### src/rtl/jt93cxx_pkg.sv
// Shared constants and types for the jt93cxx Microwire EEPROM model.
package jt93cxx_pkg;

  localparam logic [1:0] OP_READ  = 2'b10;
  localparam logic [1:0] OP_WRITE = 2'b01;
  localparam logic [1:0] OP_ERASE = 2'b11;
  localparam logic [1:0] OP_EXT   = 2'b00;

  // Extended commands live in the top two address bits when the opcode is 00
  localparam logic [1:0] EXT_EWEN = 2'b11;
  localparam logic [1:0] EXT_EWDS = 2'b00;
  localparam logic [1:0] EXT_ERAL = 2'b10;
  localparam logic [1:0] EXT_WRAL = 2'b01;

  typedef enum logic [2:0] {
    IDLE, START, OPCODE, ADDR, DATA_IN, READ_OUT, WAIT_CS, PROG
  } state_t;

  typedef enum logic [2:0] {
    CMD_NONE, CMD_WRITE, CMD_ERASE, CMD_ERAL, CMD_WRAL
  } cmd_t;

  function automatic logic is_bulk(input cmd_t c);
    return (c == CMD_ERAL) || (c == CMD_WRAL);
  endfunction

  function automatic logic is_erase(input cmd_t c);
    return (c == CMD_ERASE) || (c == CMD_ERAL);
  endfunction

endpackage

### src/rtl/jt93cxx_mem.sv
// 2**AW x DW word store with a serial-side port and, when JT93CXX_DUMP_EN is
// defined, a dump port whose writes win over a same-address serial write.
module jt93cxx_mem
  import jt93cxx_pkg::*;
#(
  parameter int DW = 16,
  parameter int AW = 6
) (
  input  logic          clk,
  input  logic          rst,
  input  logic          ser_we,
  input  logic [AW-1:0] ser_waddr,
  input  logic [DW-1:0] ser_wdata,
  input  logic [AW-1:0] ser_raddr,
  output logic [DW-1:0] ser_rdata,
  input  logic          dump_we,
  input  logic [AW-1:0] dump_addr,
  input  logic [DW-1:0] dump_din,
  output logic [DW-1:0] dump_dout
);

  logic [DW-1:0] mem [0:(2**AW)-1];

  assign ser_rdata = mem[ser_raddr];

`ifdef JT93CXX_DUMP_EN
  logic dump_hit;

  assign dump_hit = dump_we && (dump_addr == ser_waddr);

  always_ff @(posedge clk) begin
    if (ser_we && !dump_hit) mem[ser_waddr] <= ser_wdata;
    if (dump_we) mem[dump_addr] <= dump_din;
  end

  always_ff @(posedge clk or posedge rst) begin
    if (rst) dump_dout <= '0;
    else     dump_dout <= mem[dump_addr];
  end
`else
  logic unused_dump;

  always_ff @(posedge clk) begin
    if (ser_we) mem[ser_waddr] <= ser_wdata;
  end

  assign dump_dout   = '0;
  assign unused_dump = ^{rst, dump_we, dump_addr, dump_din};
`endif

endmodule

### src/rtl/jt93cxx_serial.sv
// 93Cxx-family Microwire EEPROM model: frame decoder, sequential read, WEN latch,
// timed programming. Dump port is live only with JT93CXX_DUMP_EN defined.
module jt93cxx_serial
  import jt93cxx_pkg::*;
#(
  parameter int DW          = 16,
  parameter int AW          = 6,
  parameter int BUSY_CYCLES = 256
) (
  input  logic          clk,
  input  logic          rst,
  input  logic          sclk,
  input  logic          sdi,
  input  logic          scs,
  output logic          sdo,
  output logic          busy,
  input  logic [AW-1:0] dump_addr,
  input  logic          dump_we,
  input  logic [DW-1:0] dump_din,
  output logic [DW-1:0] dump_dout
);

  localparam int CW = $clog2(DW + AW + 1);
  localparam int PW = $clog2(BUSY_CYCLES + 1);

  if (!(DW == 8 || DW == 16)) begin : g_bad_dw
    $error("jt93cxx_serial: DW must be 8 or 16");
  end
  if (AW < 2) begin : g_bad_aw
    $error("jt93cxx_serial: AW must be at least 2");
  end
  if (BUSY_CYCLES < (2**AW) + 1) begin : g_bad_busy
    $error("jt93cxx_serial: BUSY_CYCLES must be at least 2**AW+1");
  end

  state_t        state, next_state;
  cmd_t          cmd;
  logic          sclk_d, rise;
  logic [CW-1:0] bit_cnt;
  logic [1:0]    op, ext;
  logic [AW-1:0] addr, addr_full, prog_addr;
  logic [DW-1:0] data_sr, shreg, rdata;
  logic          out_bit, wen, prog_done;
  logic [PW-1:0] prog_cnt;
  logic          last_op, last_addr, last_data, commit;
  logic          ser_we;
  logic [AW-1:0] ser_waddr;
  logic [DW-1:0] ser_wdata;

  assign rise      = sclk && !sclk_d;
  assign addr_full = {addr[AW-2:0], sdi};
  assign ext       = addr_full[AW-1:AW-2];
  assign last_op   = (bit_cnt == CW'(1));
  assign last_addr = (bit_cnt == CW'(AW - 1));
  assign last_data = (bit_cnt == CW'(DW - 1));
  // A complete programming frame takes effect on the clk that sees scs low
  assign commit    = (state == WAIT_CS) && !scs && (cmd != CMD_NONE) && wen;

  always_ff @(posedge clk or posedge rst) begin
    if (rst) state <= IDLE;
    else     state <= next_state;
  end

  always_comb begin
    next_state = state;
    case (state)
      IDLE:     if (scs) next_state = START;
      START:    if (!scs) next_state = IDLE;
                else if (rise && sdi) next_state = OPCODE;
      OPCODE:   if (!scs) next_state = IDLE;
                else if (rise && last_op) next_state = ADDR;
      ADDR:     if (!scs) next_state = IDLE;
                else if (rise && last_addr) begin
                  if (op == OP_READ)
                    next_state = READ_OUT;
                  else if (op == OP_WRITE || (op == OP_EXT && ext == EXT_WRAL))
                    next_state = DATA_IN;
                  else
                    next_state = WAIT_CS;
                end
      DATA_IN:  if (!scs) next_state = IDLE;
                else if (rise && last_data) next_state = WAIT_CS;
      READ_OUT: if (!scs) next_state = IDLE;
      WAIT_CS:  if (!scs) next_state = commit ? PROG : IDLE;
      PROG:     if (prog_cnt == '0) next_state = scs ? START : IDLE;
      default:  next_state = IDLE;
    endcase
  end

  always_ff @(posedge clk or posedge rst) begin
    if (rst) begin
      sclk_d    <= 1'b0;
      bit_cnt   <= '0;
      op        <= '0;
      addr      <= '0;
      data_sr   <= '0;
      shreg     <= '0;
      out_bit   <= 1'b0;
      cmd       <= CMD_NONE;
      wen       <= 1'b0;
      prog_cnt  <= '0;
      prog_addr <= '0;
      prog_done <= 1'b1;
    end else begin
      sclk_d <= sclk;
      case (state)
        START: begin
          bit_cnt <= '0;
          cmd     <= CMD_NONE;
        end
        OPCODE: if (rise) begin
          op      <= {op[0], sdi};
          bit_cnt <= last_op ? '0 : bit_cnt + CW'(1);
        end
        ADDR: if (rise) begin
          addr    <= addr_full;
          bit_cnt <= last_addr ? '0 : bit_cnt + CW'(1);
          if (last_addr) begin
            out_bit <= 1'b0;
            case (op)
              OP_WRITE: cmd <= CMD_WRITE;
              OP_ERASE: cmd <= CMD_ERASE;
              OP_EXT: begin
                case (ext)
                  EXT_EWEN: wen <= 1'b1;
                  EXT_EWDS: wen <= 1'b0;
                  EXT_ERAL: cmd <= CMD_ERAL;
                  default:  cmd <= CMD_WRAL;
                endcase
              end
              default: cmd <= CMD_NONE;
            endcase
          end
        end
        DATA_IN: if (rise) begin
          data_sr <= {data_sr[DW-2:0], sdi};
          bit_cnt <= last_data ? '0 : bit_cnt + CW'(1);
        end
        // A fresh word is fetched on the first bit so sequential reads follow addr
        READ_OUT: if (rise) begin
          if (bit_cnt == '0) {out_bit, shreg} <= {rdata, 1'b0};
          else               {out_bit, shreg} <= {shreg, 1'b0};
          if (last_data) begin
            bit_cnt <= '0;
            addr    <= addr + AW'(1);
          end else begin
            bit_cnt <= bit_cnt + CW'(1);
          end
        end
        WAIT_CS: if (commit) begin
          prog_cnt  <= PW'(BUSY_CYCLES - 1);
          prog_addr <= AW'(1);
          prog_done <= !is_bulk(cmd);
        end
        PROG: begin
          prog_cnt <= prog_cnt - PW'(1);
          if (!prog_done) begin
            prog_addr <= prog_addr + AW'(1);
            if (&prog_addr) prog_done <= 1'b1;
          end
        end
        default: ;
      endcase
    end
  end

  always_comb begin
    sdo       = 1'b1;
    busy      = 1'b0;
    ser_we    = 1'b0;
    ser_waddr = prog_addr;
    ser_wdata = is_erase(cmd) ? '1 : data_sr;
    case (state)
      READ_OUT: sdo = out_bit;
      WAIT_CS: if (commit) begin
        ser_we    = 1'b1;
        ser_waddr = is_bulk(cmd) ? '0 : addr;
      end
      PROG: begin
        busy   = 1'b1;
        sdo    = !scs;
        ser_we = !prog_done;
      end
      default: ;
    endcase
  end

  jt93cxx_mem #(
    .DW(DW),
    .AW(AW)
  ) u_mem (
    .clk       (clk),
    .rst       (rst),
    .ser_we    (ser_we),
    .ser_waddr (ser_waddr),
    .ser_wdata (ser_wdata),
    .ser_raddr (addr),
    .ser_rdata (rdata),
    .dump_we   (dump_we),
    .dump_addr (dump_addr),
    .dump_din  (dump_din),
    .dump_dout (dump_dout)
  );

endmodule

### config.mk
export PLATFORM = sky130hd
export DESIGN_NAME = jt93cxx_serial
export DESIGN_NICKNAME = d
export VERILOG_FILES = /design/src/rtl/jt93cxx_pkg.sv /design/src/rtl/jt93cxx_mem.sv /design/src/rtl/jt93cxx_serial.sv
export SDC_FILE = /design/constraint.sdc
export NUM_CORES = 1
export LEC_CHECK = 0
export ABC_AREA = 0
export CAP_MARGIN = 0
export CORE_MARGIN = 8
export CORE_UTILIZATION = 40
export DETAILED_ROUTE_END_ITERATION = 12
export HOLD_SLACK_MARGIN = 0.03
export PLACE_DENSITY = 0.61
export RECOVER_POWER = 100
export SLEW_MARGIN = 20
export SYNTH_ARGS = -nofsm -noshare
export SYNTH_HDL_FRONTEND = slang
export SYNTH_SLANG_ARGS = --single-unit
### constraint.sdc
create_clock -name clk -period 3.3 [get_ports clk]
set_input_delay 0.99 -clock clk [delete_from_list [all_inputs] [get_ports clk]]
set_output_delay 0.99 -clock clk [all_outputs]
set_load 0.05 [all_outputs]
==> summary.txt <==
Place
  • Final HPWL DP: 73.4 mm
  • Area after DPL: approximately 48,000 um^2
  • Gpl congestion: 0.908
  • I/O Buffers: 6

Drt
  • DR WL met2: 54.8 mm
  • Met3 WL post-DR: roughly 7.9 mm
  • Drt wl/cell: roughly 28 um
  • Via density: 5.79
  • Top Metal Used: met4
  • DRC Markers: 0
  • Drt first pass iters: 5
  • DR vias: 23,425
  • Wl on met1: 47.6 mm
  • Post-route ant nets: 0
  • Final wirelength: 114 mm
  • Drt first-iter violations: 2,620

Run status
  • Failing checks: capacitance limit, slew limit
  • Status: complete, but fails checks

Final layout
  • Layout cells sized above 1: 26.6%
  • Antenna Diode Count: 0
  • Post-route cell area: 50,400 um^2
  • NumNets Final: 2,580
  • Synth-to-layout area growth: 15.6%

STA
  • Fin crit share: 98.2%
  • Least-Margin Pin Slew: 1920 ps
  • RSZ-0062 raised after global routing: false
  • Setup Viol. Count Final: 0
  • Max Slew Vio Count: 265
  • Rel. slew slack: -28.3%
  • Final hold viol count: 0
  • Worst Skew: 27.6 ps
  • Fmax: 309 MHz
  • Hold slack: 481 ps
  • Minimum clock period: 3240 ps

Synthesis
  • Cell Area, Synth: 43,600 um^2
  • Post-synth ARST share: 6.31%
  • Syn avg cell area: about 19 um^2
  • Top area cells in the synthesized netlist: edfxtp_1 71%, mux4_2 11%, dfrtp_1 3.9%
  • Number of synthesized flops with an enable pin: just over 1,000
  • Largest area contributor in the netlist: edfxtp_1
  • Main synth FF type: edfxtp_1
  • Sequential share of the synthesized area: 74.5%
  • Yosys top cell area share: 70.5%
  • Seq cells post-synth: 1,093
  • Mapped Cells: 2,299
  • Syn. warnings: 0
  • Post-synthesis cell type count: 70

Floorplan
  • I/O Pins: 46
  • Die width: 346 um
  • Die Ht: 346 um
  • Die area: between 100,000 and 150,000 um^2
  • Rows: 121
  • Initial Utilization: between 40 and 50%
  • Core region area: about 110,000 um^2

Setup path
  • CP Class: input port to flop
  • Req. time, crit path: 3670 ps
  • Nature of the critical path endpoint: flop
  • Crit path launch type: input port
  • Critical path peak fanout: 16
  • Arrival @ worst endpoint: ~3600 ps

Power and ir drop
  • Peak VDD IR: 579 uV
  • Pwr dens: 737 nW/um^2
  • Leakage: around 18 nW

Global route
  • Initial antenna violation count: 2
  • Overall routing resource usage: 18.6%
  • Vias in the first global route: 23,539
  • Global-route wire length before repair: ~170 mm
  • Largest net degree at the start of global routing: 70
  • GRT Residual Overflow: 0

Clock network
  • CTS Sinks: approximately 1,100
  • Worst skew pair latency: 690 ps
  • Root Buffer: clkbuf_16
  • TritonCTS clock tree: yes
  • Inserted Clock Buffers: 109
  • CTS H-tree depth: 3
  • Clk buf depth: 3
  • Clock slew at reported path FFs: 60 ps

Worst hold path
  • Min-Delay Path Class: flop to flop

Flow run
  • Max Cap Viol: 4
cell type report:
| type | count | area (um^2) |
|---|---|---|
| sequential | 1093 | 32500 |
| clock buffer | 138 | 2880 |
| clock inverter | 63 | 606 |
| multi-input combinational | 1052 | 10400 |
| timing repair buffer | 258 | 2180 |
| inverter | 26 | 97.6 |
| fill | 9030 | 58000 |
| tap | 1414 | 1770 |
kinds of logic (layout without fill, tap and decap cells):
group | after synthesis | count (layout) | share of synthesized area (%)
AO/OA/AOI/OAI | 295 | 295 | 4.79
XOR/XNOR | 3 | 3 | 0.0603
adder cells (fa/ha/maj) | 12 | 12 | 0.344
buffers and inverters | 169 | 485 | 1.92
flip-flops | 1093 | 1093 | 74.5
multiplexers | 325 | 325 | 13.7
other | 1 | 16 | 0.00860
AND/OR/NAND/NOR | 401 | 401 | 4.68
critical path: stages:
cell             delay [ps]
clkdlybuf4s50_1         500
or3_1                   600
clkbuf_1                200
o31a_1                  310
nor4_1                  420
buf_4                   200
and2_1                  160
buf_6                   210
routing by layer:
metal	GRT usage [%]	up-vias
met5	0	-
met4	5.59	0
met3	2.84	172
met2	30.3	977
met1	26.0	12399
li1	-	9877
registers in the layout, summed over array words and instances, names as in the netlist:
name,cells
op,2
state,3
u_mem.mem,1024
addr,6
shreg,15
wen,1
out_bit,1
prog_cnt,9
prog_done,1
sclk_d,1
bit_cnt,5
data_sr,16
prog_addr,6
cmd,3
synth_stat cells, types with 10 or more instances:
cell,number
o211ai_1,18
nand3_1,30
nand2b_1,26
nor2_1,99
nor2b_1,30
mux2i_1,66
a21o_1,10
ha_1,12
a21oi_1,48
a211oi_1,31
o31a_1,10
edfxtp_1,1024
a2111oi_0,30
buf_4,31
buf_2,50
dfrtp_1,68
inv_1,21
nand2_1,90
o21ai_0,30
mux2_2,47
buf_1,14
and2_1,11
nor3_1,41
o31ai_1,29
mux4_2,212
clkbuf_1,45
o22ai_1,35
nor4_1,21
what timing repair did:
action | 4_1_cts | 5_1_grt
setup endpoints to repair | 0 | 1
gates resized for setup | 0 | 0
hold buffers | 0 | 0
setup buffers | 0 | 1
placed cells by master, fill, tap and decap left out, types with 30 or more instances in the layout:
cell,n
edfxtp_1,1024
mux4_2,212
buf_4,126
clkbuf_16,110
nor2_1,104
nand2_1,90
mux2i_1,66
dfrtp_1,65
a21oi_1,48
mux2_2,47
nor3_1,41
clkbuf_4,39
clkbuf_1,37
clkbuf_2,36
o22ai_1,35
a211oi_1,31
nand3_1,30
o21ai_0,30
nor2b_1,30
a2111oi_0,30
stage by stage:
step | worst slack (ps) | power, W | cells | util, % | setup TNS, ps
finish | 59.8 | 0.0371 | 4044 | 46.5 | 0
global route | 11.0 | 0.0384 | 4044 | 46.5 | 0
CTS | 14.1 | 0.0375 | 4043 | 47.1 | 0
detailed placement | -558 | 0.0254 | 3842 | 43.9 | -446530
global placement | -520 | 0.0253 | 3842 | 43.9 | -414740
floorplan | -91.1 | 0.0221 | 2314 | - | -52950
where the power goes:
group | leakage, nW | total [W] | switching (W) | internal (W)
Clock | 1.70 | 0.0121 | 0.00514 | 0.00695
Sequential | 11.8 | 0.0162 | 0.000402 | 0.0158
Combinational | 4.76 | 0.00879 | 0.00543 | 0.00336
Total | 18.3 | 0.0371 | 0.0110 | 0.0262
path summary, 6_finish.rpt:
kind	startpoint	end	slack [ps]	depth (start not counted)
setup reg to reg	addr[1]	shreg[12]	140	7
hold / removal	shreg[6]	shreg[6]	480	2
max in group asynchronous	rst	addr[2]	450	3
hold reg to reg	shreg[6]	shreg[6]	480	2
min in group asynchronous	rst	prog_cnt[0]	1450	3
setup / recovery	scs	u_mem.mem[33][7]	60	8
No activity file was read; power rests on OpenSTA's default activity.
